===== src/rtl/dram_frame_streamer_if.sv =====
// RAM read port and uart_tx handshake bundle for dram_frame_streamer.
// master = streamer side, slave = RAM/UART side.
interface dram_frame_streamer_if #(
  parameter int ADDR_W = 18
);
  logic [ADDR_W-1:0] ram_addr;
  logic [7:0]        ram_q;
  logic              tx_dv;
  logic [7:0]        tx_byte;
  logic              tx_done;

  modport master (
    output ram_addr, tx_dv, tx_byte,
    input  ram_q, tx_done
  );

  modport slave (
    input  ram_addr, tx_dv, tx_byte,
    output ram_q, tx_done
  );
endinterface


===== src/rtl/dram_frame_streamer.sv =====
// Streams an inclusive RAM address range byte by byte into uart_tx.
// Define STREAM_CHECKSUM_EN to append an 8-bit sum byte to each transfer.
module dram_frame_streamer #(
  parameter int ADDR_W = 18,
  parameter int RD_LAT = 1
) (
  input  logic              clk,
  input  logic              rst,
  input  logic              start,
  input  logic              abort,
  input  logic [ADDR_W-1:0] start_addr,
  input  logic [ADDR_W-1:0] end_addr,
  dram_frame_streamer_if.master bus,
  output logic              busy,
  output logic              fin,
  output logic [ADDR_W:0]   byte_count
);

  localparam int LW = (RD_LAT > 1) ? $clog2(RD_LAT) : 1;

  typedef enum logic [2:0] {
    IDLE, FETCH, SEND, WAIT_DONE, ADVANCE, DONE
  } state_t;

`ifdef STREAM_CHECKSUM_EN
  localparam state_t TAIL = SEND;
`else
  localparam state_t TAIL = DONE;
`endif

  state_t            state, nxt;
  logic [ADDR_W-1:0] addr_q, end_q;
  logic [7:0]        byte_q;
  logic [LW-1:0]     lat_cnt;
  logic              ck_phase;
  logic              accept, empty, last, fetch_done;

`ifdef STREAM_CHECKSUM_EN
  logic [7:0] checksum;
`else
  assign ck_phase = 1'b0;
`endif

  assign accept = (state == IDLE || state == DONE)
                  && start && !abort;
  assign empty  = start_addr > end_addr;
  assign last   = addr_q == end_q;
  assign fetch_done = (state == FETCH)
                      && (lat_cnt == LW'(RD_LAT - 1));

  assign busy  = state inside {FETCH, SEND, WAIT_DONE, ADVANCE};
  assign fin   = state == DONE;
  assign bus.tx_dv    = state == SEND;
  assign bus.tx_byte  = byte_q;
  assign bus.ram_addr = addr_q;

  always_ff @(posedge clk) begin
    if (rst) state <= IDLE;
    else     state <= nxt;
  end

  always_comb begin
    nxt = state;
    unique case (state)
      IDLE, DONE: if (accept) nxt = empty ? TAIL : FETCH;
      FETCH:      if (fetch_done) nxt = SEND;
      SEND:       nxt = WAIT_DONE;
      WAIT_DONE:  if (bus.tx_done) nxt = ck_phase ? DONE : ADVANCE;
      ADVANCE:    nxt = last ? TAIL : FETCH;
      default:    nxt = IDLE;
    endcase
    if (abort && busy) nxt = IDLE;
  end

  // byte_count counts a tx_done even when abort lands in the same cycle
  always_ff @(posedge clk) begin
    if (rst) begin
      addr_q     <= '0;
      end_q      <= '0;
      byte_q     <= '0;
      lat_cnt    <= '0;
      byte_count <= '0;
    end else begin
      lat_cnt <= (state == FETCH) ? lat_cnt + 1'b1 : '0;
      if (state == WAIT_DONE && bus.tx_done && !ck_phase)
        byte_count <= byte_count + 1'b1;
      if (accept) begin
        addr_q     <= start_addr;
        end_q      <= end_addr;
        byte_count <= '0;
      end
      if (fetch_done && !abort)
        byte_q <= bus.ram_q;
      if (state == ADVANCE && !last && !abort)
        addr_q <= addr_q + 1'b1;
`ifdef STREAM_CHECKSUM_EN
      if (accept && empty)
        byte_q <= 8'h00;
      if (state == ADVANCE && last && !abort)
        byte_q <= checksum;
`endif
    end
  end

`ifdef STREAM_CHECKSUM_EN
  always_ff @(posedge clk) begin
    if (rst) begin
      checksum <= '0;
      ck_phase <= 1'b0;
    end else begin
      if (fetch_done && !abort)
        checksum <= checksum + bus.ram_q;
      if (state == ADVANCE && last && !abort)
        ck_phase <= 1'b1;
      if (accept) begin
        checksum <= '0;
        ck_phase <= empty;
      end
    end
  end
`endif

endmodule


===== src/flat_wrapper.sv =====
// flat-port wrapper written by rule: the top's interface ports become plain ports
module dram_frame_streamer_flat 
#(
  parameter int ADDR_W = 18,
  parameter int RD_LAT = 1
)
  (clk, rst, start, abort, start_addr, end_addr, busy, fin, byte_count, bus_ram_addr, bus_tx_dv, bus_tx_byte, bus_ram_q, bus_tx_done);
  dram_frame_streamer_if #(.ADDR_W(ADDR_W)) bus_i ();
  input  logic clk;
  input  logic rst;
  input  logic start;
  input  logic abort;
  input  logic [ADDR_W-1:0] start_addr;
  input  logic [ADDR_W-1:0] end_addr;
  output logic busy;
  output logic fin;
  output logic [ADDR_W:0] byte_count;
  output wire logic [$bits(bus_i.ram_addr)-1:0] bus_ram_addr;
  output wire logic [$bits(bus_i.tx_dv)-1:0] bus_tx_dv;
  output wire logic [$bits(bus_i.tx_byte)-1:0] bus_tx_byte;
  input wire logic [$bits(bus_i.ram_q)-1:0] bus_ram_q;
  input wire logic [$bits(bus_i.tx_done)-1:0] bus_tx_done;
  assign bus_ram_addr = bus_i.ram_addr;
  assign bus_tx_dv = bus_i.tx_dv;
  assign bus_tx_byte = bus_i.tx_byte;
  assign bus_i.ram_q = bus_ram_q;
  assign bus_i.tx_done = bus_tx_done;
  dram_frame_streamer #(.ADDR_W(ADDR_W), .RD_LAT(RD_LAT)) u_core (.clk(clk), .rst(rst), .start(start), .abort(abort), .start_addr(start_addr), .end_addr(end_addr), .bus(bus_i), .busy(busy), .fin(fin), .byte_count(byte_count));
endmodule

===== config.mk =====
export PLATFORM = sky130hd
export DESIGN_NAME = dram_frame_streamer_flat
export DESIGN_NICKNAME = d
export VERILOG_FILES = /design/src/rtl/dram_frame_streamer_if.sv /design/src/rtl/dram_frame_streamer.sv /design/src/flat_wrapper.sv
export SDC_FILE = /design/constraint.sdc
export NUM_CORES = 1
export LEC_CHECK = 0
export CORE_MARGIN = 1.5
export CORE_UTILIZATION = 30
export DETAILED_ROUTE_END_ITERATION = 12
export GPL_TIMING_DRIVEN = 1
export SETUP_SLACK_MARGIN = 0.2
export SLEW_MARGIN = 10
export SYNTH_ARGS = -nofsm -noshare
export SYNTH_HDL_FRONTEND = slang
export SYNTH_SLANG_ARGS = --single-unit

===== constraint.sdc =====
create_clock -name clk -period 2.48 [get_ports clk]
set_clock_uncertainty 0.1 [all_clocks]
set_input_delay 0.496 -clock clk [delete_from_list [all_inputs] [get_ports clk]]
set_output_delay 0.496 -clock clk [all_outputs]
set_load 0.01 [all_outputs]

==> impl_results.md <==
* Outcome: finished clean
* Port Buffers at 96
* Clk sinks at 67
* Ys Warns at 0
* RSZ-0062 raised after global routing: false
* Simple-Gate Fraction of Synth Area at 0.269
* Num CTS Buffers at 9
* Setup violators final at 0
* Max stage delay on crit path at 470 ps
* CP endpoint kind: flop
* Vias in the first global route at 3825
* Area Growth Syn to Fin at 52.9%
* Core Area at 12200 um^2
* Drt via density at 5.05
* Number of max-cap violations at 0
* Routed len/inst at 15.4 um
* Sequential share of the synthesized area at 0.352
* Period utilization at 0.901
* R2R Setup Slk at 270 ps
* Die height at 116 um
* Iter 0 DRT Violations at 217
* Filler cells at 1202
* Worst-skew pair later-pin latency at 340 ps
* CP startpoint kind: primary input
* Post-synth top area share at 0.352
* Synth area leaders: dfxtp_1, nand2_1, ha_1, xor2_1, a21oi_1
* Hold Path Class: primary input to flop
* Final nets at 670
* Largest family of logic cells by synthesized area: simple AND/OR/NAND/NOR gates
* Final core occ at 0.477
* Synthesized Nets at 535
* Pin count of the biggest net entering global routing at 39
* Crit-path max FO at 2
* Mean area per synthesized cell at 8.17 um^2
* Bufs on Longest Clock Path at 2
* Vias post-DR at 3910
* Setup TNS at 0 ps
* Worst-path cell chain: clkdlybuf4s50_1 -> inv_1 -> ha_4 -> nand4_1 -> nor4_2 -> o21ai_1 -> nand2_1 -> o41ai_2 -> buf_4 -> a41oi_1
* Xor and xnor area share after synthesis at 0.0805
* Leakage at 2.46 nW
* Starting density of the core at 0.312
* CP Class: primary input to flop
* Post-Syn Area at 3810 um^2
* Endpoints failing hold at 0
* Routed Antenna Nets at 0
* Post-route DRC violation count at 0
* Post-synthesis mux area share at 0.0266
* Final Max Tran Viols at 0
* I/O pins at 97
* CP startpoint: end_addr[4]
* Grt total ovfl at 0
* Netlist cell types at 57
* Root Driver: clkbuf_16
* Synth Area in Adders at 0.0657
* Critical Path End: u_core.state[2]
* Place WS at -451 ps
* GRT Total Usage at 0.182
* Top delay family on crit path: buffers and inverters
* Synth Area in Compound Gates at 0.149
* Final Hold Slack at 340 ps
* H-tree depth at 3
* Design Power at 4.13 mW
* Worst slew pin tran at 512 ps
* RR Startpoint: u_core.bus.ram_addr[8]
* Max frequency at 0.447 GHz
* Final min period at 2230 ps
* CP max-delay cell: clkdlybuf4s50_1
* Worst Path Buf+Inv at 3
* ANT cells at 0
* Crit path DAT at 2400 ps
* Most used DFF post-synth: dfxtp_1
* Layout cells sized above 1 at 0.178
* PwrDens at 710 nW/um^2
* Worst reg2reg path endpoint: u_core.bus.ram_addr[3]
* Cell row count at 40
* Initial antenna violation count at 0
* Clock Pin Slew Worst Setup and Hold Paths at 60 ps
* Peak VDD IR at 387 uV
* Post-Route WL at 11.9 mm
* Die width at 116 um
* RePlAce Congestion at 0.853
* Worst setup margin at 245 ps
* Number of synthesized flops with an enable pin at 0
* Synth async-reset ratio at 0
* Cells after synthesis at 466
* Initial DRT Pass Iterations at 5
* Req. time, crit path at 2650 ps
* HPWL after DPL at 8.79 mm
* R2R depth at 7
* Die ar. at 13400 um^2
* Cell taking the most area after synthesis: dfxtp_1
* WP depth at 10
* Flop and latch count out of synthesis at 67
* CTS tree: built
* Slew margin rel. at 0.658
* First-pass GRT wire length at 18.9 mm
-- registers in the layout, summed over array words and instances (netlist names) --
signal,count
u_core.byte_count,19
u_core.state,3
u_core.lat_cnt,1
u_core.bus.tx_byte,8
u_core.bus.ram_addr,18
u_core.end_q,18
-- synthesized netlist by cell type (all sizes together), types with 5 or more instances --
master,number
mux2i,9
inv,25
and3,11
nor4,7
a31oi,8
nand3,18
o21ai,13
a21o,5
clkbuf,14
buf,10
xor2,26
nor3,8
nand2,69
a21oi,33
nand4,13
or3,9
dfxtp,67
nor2,37
xnor2,9
ha,20
-- worst min-delay path by stage --
stage	from	slack (ps)	end	depth (start not counted)
2_1_floorplan	u_core.end_q[17]	350	u_core.end_q[17]	2
3_3_place_gp	u_core.end_q[17]	360	u_core.end_q[17]	2
3_5_place_dp	u_core.end_q[17]	360	u_core.end_q[17]	2
4_1_cts	u_core.end_q[17]	370	u_core.end_q[17]	2
5_1_grt	end_addr[6]	340	u_core.end_q[6]	3
6_report	end_addr[6]	340	u_core.end_q[6]	3
-- where the power goes --
group / total (mW) / internal, mW / switching, mW
combinational: 1.40 / 0.643 / 0.752
clock: 1.40 / 0.886 / 0.511
sequential: 1.34 / 1.20 / 0.138
-- logic make-up after synthesis --
family,count (synthesis)
and+or+nand+nor,198
AOI/OAI and AO/OA,87
DFF,67
buffers and inverters,49
xor gates and xnor gates,35
adders and majority gates,20
muxes,10
-- cell type report --
class	instances	area, um^2	share of cell area
multi-input combinational	350	2440	0.420
clock buffer	9	225	0.0387
clock inverter	7	103	0.0176
timing repair buffer	148	1400	0.240
tap	168	210	0.0361
sequential	67	1350	0.232
inverter	25	93.8	0.0161
-- through the flow --
step / std cells / cell area, um^2
2_1_floorplan: 466 / 3810
3_3_place_gp: 757 / 5250
3_5_place_dp: 757 / 5250
4_1_cts: 773 / 5630
5_1_grt: 774 / 5820
6_report: 774 / 5820
-- per-layer routing --
layer | wire, um | GRT usage | part of all wire | vias to the layer above
li1 | - | - | - | 1920
met1 | 5520 | 0.241 | 0.46 | 1860
met2 | 5630 | 0.290 | 0.47 | 106
met3 | 504 | 0.0324 | 0.042 | 24
met4 | 269 | 0.0797 | 0.023 | 0
met5 | 0 | 0 | 0 | -
-- layout by cell type (no fill, tap or decap), drive strengths merged, types with 9 or more instances in the layout --
cell type,netlist,layout
nand2,69,69
dlymetal6s2s,0,15
clkbuf,14,9
clkdlybuf4s50,0,79
nand4,13,13
xor2,26,26
and3,11,11
xnor2,9,9
dfxtp,67,67
nand3,18,18
inv,25,25
or3,9,9
ha,20,20
buf,10,53
a21oi,33,33
nor2,37,37
o21ai,13,13
mux2i,9,9
-- worst reg2reg max path, cell delays in order, from the launching register on --
cell	delay, ps
dfxtp_1	430
xor2_1	110
nor4_2	370
nand3_2	240
o21ai_4	260
buf_4	230
a21oi_1	60
a311o_1	310
-- what timing repair did --
item / CTS / global route
resized for setup: 11 / 40
endpoints found under the setup margin: 9 / 11
pin swaps: 3 / 11
hold buffers: 0 / 0
buffers inserted: 0 / 1
Power figures use the tool's default switching activity.
